`src/rtl/dport_uart_tx.sv`:
```
// Debug-port consumer: merges two byte write ports into a FIFO and serialises
// the bytes as UART 8N1, with sticky overflow and a drained-after-done flag.
module dport_uart_tx #(
  parameter int CLKS_PER_BIT = 868,
  parameter int FIFO_AW      = 4
) (
  input  logic       clk,
  input  logic       rst,
  input  logic [7:0] dport_out1,
  input  logic       dport_write1,
  input  logic [7:0] dport_out2,
  input  logic       dport_write2,
  input  logic       done,
  output logic       tx,
  output logic       busy,
  output logic       overflow,
  output logic       drained
);

  localparam int DEPTH = 1 << FIFO_AW;
  localparam int BW    = (CLKS_PER_BIT > 1) ? $clog2(CLKS_PER_BIT) : 1;
  localparam logic [BW-1:0]    BAUD_LAST = BW'(CLKS_PER_BIT - 1);
  localparam logic [FIFO_AW:0] DEPTH_W   = (FIFO_AW + 1)'(DEPTH);

  typedef enum logic [1:0] {IDLE, START, DATA, STOP} state_t;

  logic [7:0]         mem [DEPTH];
  logic [FIFO_AW-1:0] wr_ptr_reg, rd_ptr_reg, addr2;
  logic [FIFO_AW:0]   count_reg, free;
  logic [1:0]         n_acc;
  logic               accept1, accept2, drop, pop;
  logic               overflow_reg, done_seen_reg, drained_reg;

  state_t             state_reg, state_next;
  logic [BW-1:0]      baud_reg, baud_next;
  logic [2:0]         bit_reg, bit_next;
  logic [7:0]         shift_reg, shift_next;
  logic               tx_reg, tx_next;
  logic               baud_wrap;

  // Room is judged on the pre-edge count, so a same-cycle pop never helps.
  assign free    = DEPTH_W - count_reg;
  assign accept1 = dport_write1 && (free != '0);
  assign accept2 = dport_write2 &&
                   (dport_write1 ? (free >= (FIFO_AW + 1)'(2)) : (free != '0));
  assign drop    = (dport_write1 & ~accept1) | (dport_write2 & ~accept2);
  assign addr2   = wr_ptr_reg + FIFO_AW'(accept1);
  assign n_acc   = {1'b0, accept1} + {1'b0, accept2};

  always_ff @(posedge clk) begin
    if (accept1) mem[wr_ptr_reg] <= dport_out1;
    if (accept2) mem[addr2]      <= dport_out2;
  end

  always_ff @(posedge clk or negedge rst) begin
    if (!rst) begin
      wr_ptr_reg    <= '0;
      rd_ptr_reg    <= '0;
      count_reg     <= '0;
      overflow_reg  <= 1'b0;
      done_seen_reg <= 1'b0;
      drained_reg   <= 1'b0;
    end else begin
      wr_ptr_reg    <= wr_ptr_reg + FIFO_AW'(n_acc);
      rd_ptr_reg    <= rd_ptr_reg + FIFO_AW'(pop);
      count_reg     <= count_reg + (FIFO_AW + 1)'(n_acc) - (FIFO_AW + 1)'(pop);
      overflow_reg  <= overflow_reg | drop;
      done_seen_reg <= done_seen_reg | done;
      drained_reg   <= done_seen_reg & ~busy;
    end
  end

  always_ff @(posedge clk or negedge rst) begin
    if (!rst) begin
      state_reg <= IDLE;
      baud_reg  <= '0;
      bit_reg   <= '0;
      shift_reg <= '0;
      tx_reg    <= 1'b1;
    end else begin
      state_reg <= state_next;
      baud_reg  <= baud_next;
      bit_reg   <= bit_next;
      shift_reg <= shift_next;
      tx_reg    <= tx_next;
    end
  end

  assign baud_wrap = (baud_reg == BAUD_LAST);

  // The shift register doubles as the registered read port of the FIFO.
  always_comb begin
    state_next = state_reg;
    baud_next  = baud_reg;
    bit_next   = bit_reg;
    shift_next = shift_reg;
    tx_next    = tx_reg;
    pop        = 1'b0;
    case (state_reg)
      IDLE: begin
        tx_next   = 1'b1;
        baud_next = '0;
        bit_next  = '0;
        if (count_reg != '0) begin
          pop        = 1'b1;
          shift_next = mem[rd_ptr_reg];
          state_next = START;
          tx_next    = 1'b0;
        end
      end
      START: begin
        if (baud_wrap) begin
          baud_next  = '0;
          state_next = DATA;
          tx_next    = shift_reg[0];
        end else begin
          baud_next = baud_reg + BW'(1);
        end
      end
      DATA: begin
        if (baud_wrap) begin
          baud_next = '0;
          if (bit_reg == 3'd7) begin
            bit_next   = '0;
            state_next = STOP;
            tx_next    = 1'b1;
          end else begin
            bit_next   = bit_reg + 3'd1;
            shift_next = {1'b0, shift_reg[7:1]};
            tx_next    = shift_reg[1];
          end
        end else begin
          baud_next = baud_reg + BW'(1);
        end
      end
      STOP: begin
        if (baud_wrap) begin
          baud_next = '0;
          // Chain straight into the next frame when more data is waiting.
          if (count_reg != '0) begin
            pop        = 1'b1;
            shift_next = mem[rd_ptr_reg];
            state_next = START;
            tx_next    = 1'b0;
          end else begin
            state_next = IDLE;
            tx_next    = 1'b1;
          end
        end else begin
          baud_next = baud_reg + BW'(1);
        end
      end
      default: begin
        state_next = IDLE;
        tx_next    = 1'b1;
      end
    endcase
  end

  assign tx       = tx_reg;
  assign busy     = (state_reg != IDLE) | (count_reg != '0);
  assign overflow = overflow_reg;
  assign drained  = drained_reg;

endmodule

```
`config.mk`:
```
export PLATFORM = sky130hd
export DESIGN_NAME = dport_uart_tx
export DESIGN_NICKNAME = d
export VERILOG_FILES = /design/src/rtl/dport_uart_tx.sv
export SDC_FILE = /design/constraint.sdc
export NUM_CORES = 1
export LEC_CHECK = 0
export ABC_AREA = 1
export BUFFER_PORTS_ARGS = -buffer_cell sky130_fd_sc_hd__buf_4
export CORE_AREA = 2 2 200 182
export CTS_CLUSTER_DIAMETER = 100
export DETAILED_ROUTE_END_ITERATION = 8
export DIE_AREA = 0 0 202 184
export SETUP_SLACK_MARGIN = 0.5
export SLEW_MARGIN = 0
export SYNTH_ARGS = -nofsm -noshare
export SYNTH_HDL_FRONTEND = slang
export SYNTH_SLANG_ARGS = --single-unit
```
`constraint.sdc`:
```
create_clock -name clk -period 10.32 [get_ports clk]
set_clock_uncertainty 0.2 [all_clocks]
set_input_delay 2.58 -clock clk [delete_from_list [all_inputs] [get_ports clk]]
set_output_delay 2.58 -clock clk [all_outputs]
set_load 0.02 [all_outputs]
```
Word-level counts from Yosys, hierarchy flattened
Memory sizes are Yosys's and may differ from the RTL's. Cells that the tools add are included.

Register bits after elaboration: 40. RAM bits: 128. Input bits: 21. Output and inout port bits: 4. Word-level logic and storage cells: 87. Memories kept: 1.

Memory list: mem (words 16, width 8, rd ports 1, clocked after Yosys merged registers in 0, write ports 2, RTL line 27) `logic [7:0] mem [DEPTH];`.

Add/subtract/negate cells: 9. $lt $le $gt $ge: 1. Equal/unequal tests: 11. Muxes and demuxes: 31. Bitwise gates (word level): 10. Reductions and logical operators: 13.

Operators with widths (number): $mux W8 (4); $pmux W8 S3 (1); $pmux W10 S2 (1); $mux W1 (13); $ne A2 B2 Y1 const B (6); $add A10 B1 Y10 const B (1); $eq A10 B10 Y1 const B (1); $mux W10 (1); $mux W2 (5); $reduce_bool A5 Y1 (2); $add A4 B1 Y4 (2); $pmux W2 S4 (1); $mux W3 (2); $pmux W3 S2 (1); $add A5 B2 Y5 (1); $ge A5 B2 Y1 const B (1); $reduce_and A5 Y1 (1); $sub A5 B1 Y5 (1); $sub A5 B5 Y5 const A (1); $add A4 B2 Y4 (1); $eq A2 B2 Y1 const B (2); $or A1 B1 Y1 (4); $pmux W1 S4 (1); $reduce_and A4 Y1 (1); other kinds (14) (20).

Depth between registers and ports, before layout
Depth in word-level cells: 8. Mapped depth: 20. Gate-level depth less buffers: 19.

Worst setup path after synthesis
OpenSTA, ideal clock, no wires.

Path kind: input -> register. From: in dport_write1. To: mem mem[12][0], enable pin. Setup time: 384 ps. Arrival time: 4558 ps. Required time: 9736 ps. Setup slack: 5178 ps. Stages on the path: 10. Buffers on the path: 1. Cell sequence: nand2_1 > clkbuf_1 > inv_1 > ha_1 > ha_1 > inv_1 > nand2_1 > nor2_4 > nand3_4 > o21ai_0.

RTL lines: start, declared (RTL line 10) `input logic dport_write1,`; end, declared (RTL line 27).

==> impl_metrics.py <==
metrics = {
    "outcome": {
        "status": "completed",
    },
    "hold_path": {
        "hold_end": "done_seen_reg",
        "hold_class": "reg2reg",
        "worstHoldStart": "done_seen_reg",
        "holdPathStages": 1,
    },
    "critical_path": {
        "crit_arrival_ns": 5.47,
        "crit_fanout": 17,
        "rr_endpoint": "mem[15][3]",
        "r2r-start": "count_reg[0]",
        "rrSetupSlack_ns": 5.64,
        "crit_path_end_kind": "register",
        "critPathKind": "in2reg",
        "cp_data_required_time_ns": 10.18,
        "worstRegToRegCells": 18,
        "crit_path_start_kind": "primary input",
    },
    "timing": {
        "min_period_ns": 5.61,
        "setup_viol_count_final": 0,
        "finalHoldViolCount": 0,
        "rsz0062_at_grt": "no",
        "slew_headroom": 0.196,
        "fmax_mhz": 178,
        "tightest_slew_ns": 1.19,
        "fin_crit_sh": 0.543,
        "setup-tns-final_ns": 0,
        "drv_slew": 0,
    },
    "logic_synthesis": {
        "synth-async-reset-ratio": 0.238,
        "netlist_instances": 1273,
        "ys_seq_area_frac": 0.467,
        "synth_flop_cell": "edfxtp_1",
        "synth_seq_cells": 168,
        "synth_edf_count": 128,
        "ys_types": 37,
        "synthesis.nets": 1322,
        "yosys_warnings": 0,
        "netlist_area_mm2": 0.0104,
        "syn-mean-instance-area_um2": 8.15,
    },
    "clock_network": {
        "cts_hold_buf": 0,
        "cts-root-buf": "clkbuf_16",
        "post_cts_buffers": 0,
        "cts_inserted_buffers": 17,
        "cts_max_path_buffers": 2,
        "cts_resized": 0,
        "cts_tree": "done",
        "clk_latency_ns": 0.45,
        "clkSinkCount": 168,
        "path_clk_slew_ns": 0.07,
        "htreeDepth": 4,
    },
    "placed_design": {
        "gp_congestion": 0.889,
        "hpwl_mm": 20.4,
        "port-buffer-count": 24,
    },
    "flow_run": {
        "cap_violations": 0,
    },
    "drt": {
        "routed_wl_mm": 30.1,
        "routedWlPerCell_um": 17.5,
        "drt_iter0_markers": 1242,
        "drc": 0,
        "postRouteAntennaNets": 0,
        "via_per_inst": 5.08,
        "num_vias": 8701,
        "firstDrtPassIters": 6,
    },
    "global_route": {
        "grt_max_degree": 100,
        "track_usage": 0.164,
        "grt-ovfl-total": 0,
        "antenna_found_initial": 0,
        "grt_pass1_vias": 7906,
        "grt_pass1_wl_mm": 46.3,
    },
    "power_and_ir_drop": {
        "power.total_uw": 2360,
        "peakVddDrop_mv": 0.140,
        "p_per_area_mw_per_mm2": 209,
        "p_leak_uw": 0.00489,
    },
    "final_layout": {
        "diodes": 0,
        "fillers": 3592,
        "syn_to_final_growth_pct": 8.84,
        "nets": 1280,
        "final_common_cell": "nand2_1",
        "drive_above_1_share": 0.0868,
        "layout_common_cells": "505 x nand2_1, 130 x nand4_1, 128 x edfxtp_1",
        "largest_register_ffs": 128,
    },
    "die": {
        "start_util": 0.297,
        "die_height_um": 184,
        "die_x_um": 202,
        "die_area_mm2": 0.0372,
        "coreArea_mm2": 0.0349,
        "rows": 65,
        "io_pins": 25,
    },
}
-- how the worst max path moves through the flow --
| stage | start | to | slack, ns |
|---|---|---|---|
| 2_1_floorplan | dport_write1 | mem[12][0] | 5.18 |
| 3_3_place_gp | dport_write1 | mem[8][1] | 4.36 |
| 3_5_place_dp | dport_write1 | mem[8][6] | 4.36 |
| 4_1_cts | dport_write1 | mem[8][6] | 4.82 |
| 5_1_grt | dport_write1 | mem[8][7] | 4.58 |
| 6_report | dport_write1 | mem[15][3] | 4.71 |
-- through the flow --
| stage | cells | cell area, um^2 | utilization | worst slack (ns) | hold WS [ns] |
|---|---|---|---|---|---|
| after floorplan | 1273 | 10400 | - | 5.18 | 0.237 |
| after global placement | 1681 | 10700 | 0.308 | 4.36 | 0.251 |
| after detailed placement | 1681 | 10700 | 0.308 | 4.36 | 0.255 |
| after CTS | 1713 | 11300 | 0.324 | 4.82 | 0.272 |
| after global routing | 1713 | 11300 | 0.324 | 4.58 | 0.280 |
| final | 1713 | 11300 | 0.324 | 4.71 | 0.265 |
-- layout make-up --
cell class              count  area [um^2]  share of cell area
flip-flops and latches    168         4850               0.429
clock inverters            15          138              0.0122
inverters                  80          300              0.0266
repair buffers             28          210              0.0186
well taps                 469          587              0.0520
multi-input cells         936         4780               0.424
clock buffers              17          425              0.0377
-- report_power, final --
group	switching (uW)	internal (uW)	leakage, uW
Clock	287	336	0.000270
Combinational	571	202	0.00297
Sequential	55.0	904	0.00165
Total	913	1440	0.00489
-- Yosys cell counts, types with 11 or more instances --
cell,count,area (um^2)
buf_1,11,41.3
buf_2,29,145
clkbuf_1,37,139
dfrtp_1,39,976
edfxtp_1,128,3840
ha_1,26,325
inv_1,78,293
nand2_1,505,1900
nand3_1,63,315
nand3_4,17,298
nand4_1,130,813
nor2_1,87,327
nor2_4,17,191
o21ai_0,35,175
-- layer usage --
layer,vias to the layer above,GRT usage,wire length (um)
met5,-,0,0
met4,0,0.0494,590
met3,60,0.0507,3000
met2,421,0.251,13400
met1,4040,0.223,13100
li1,4180,-,-
-- worst max-delay path, cell delays in order --
cell,delay (ns)
buf_4,0.12
nand2_1,0.70
inv_1,0.15
ha_1,0.28
ha_1,0.22
xnor2_2,0.16
inv_1,0.12
nand2_2,0.15
nor2_4,0.27
nand3_4,0.16
o21ai_0,0.53
-- cell families after synthesis --
group | synth area share
adders and majority gates | 0.0352
xor gates and xnor gates | 0.0140
buffers and inverters | 0.0722
DFF | 0.467
AOI/OAI and AO/OA | 0.0295
and+or+nand+nor | 0.382
Power figures use the tool's default switching activity.
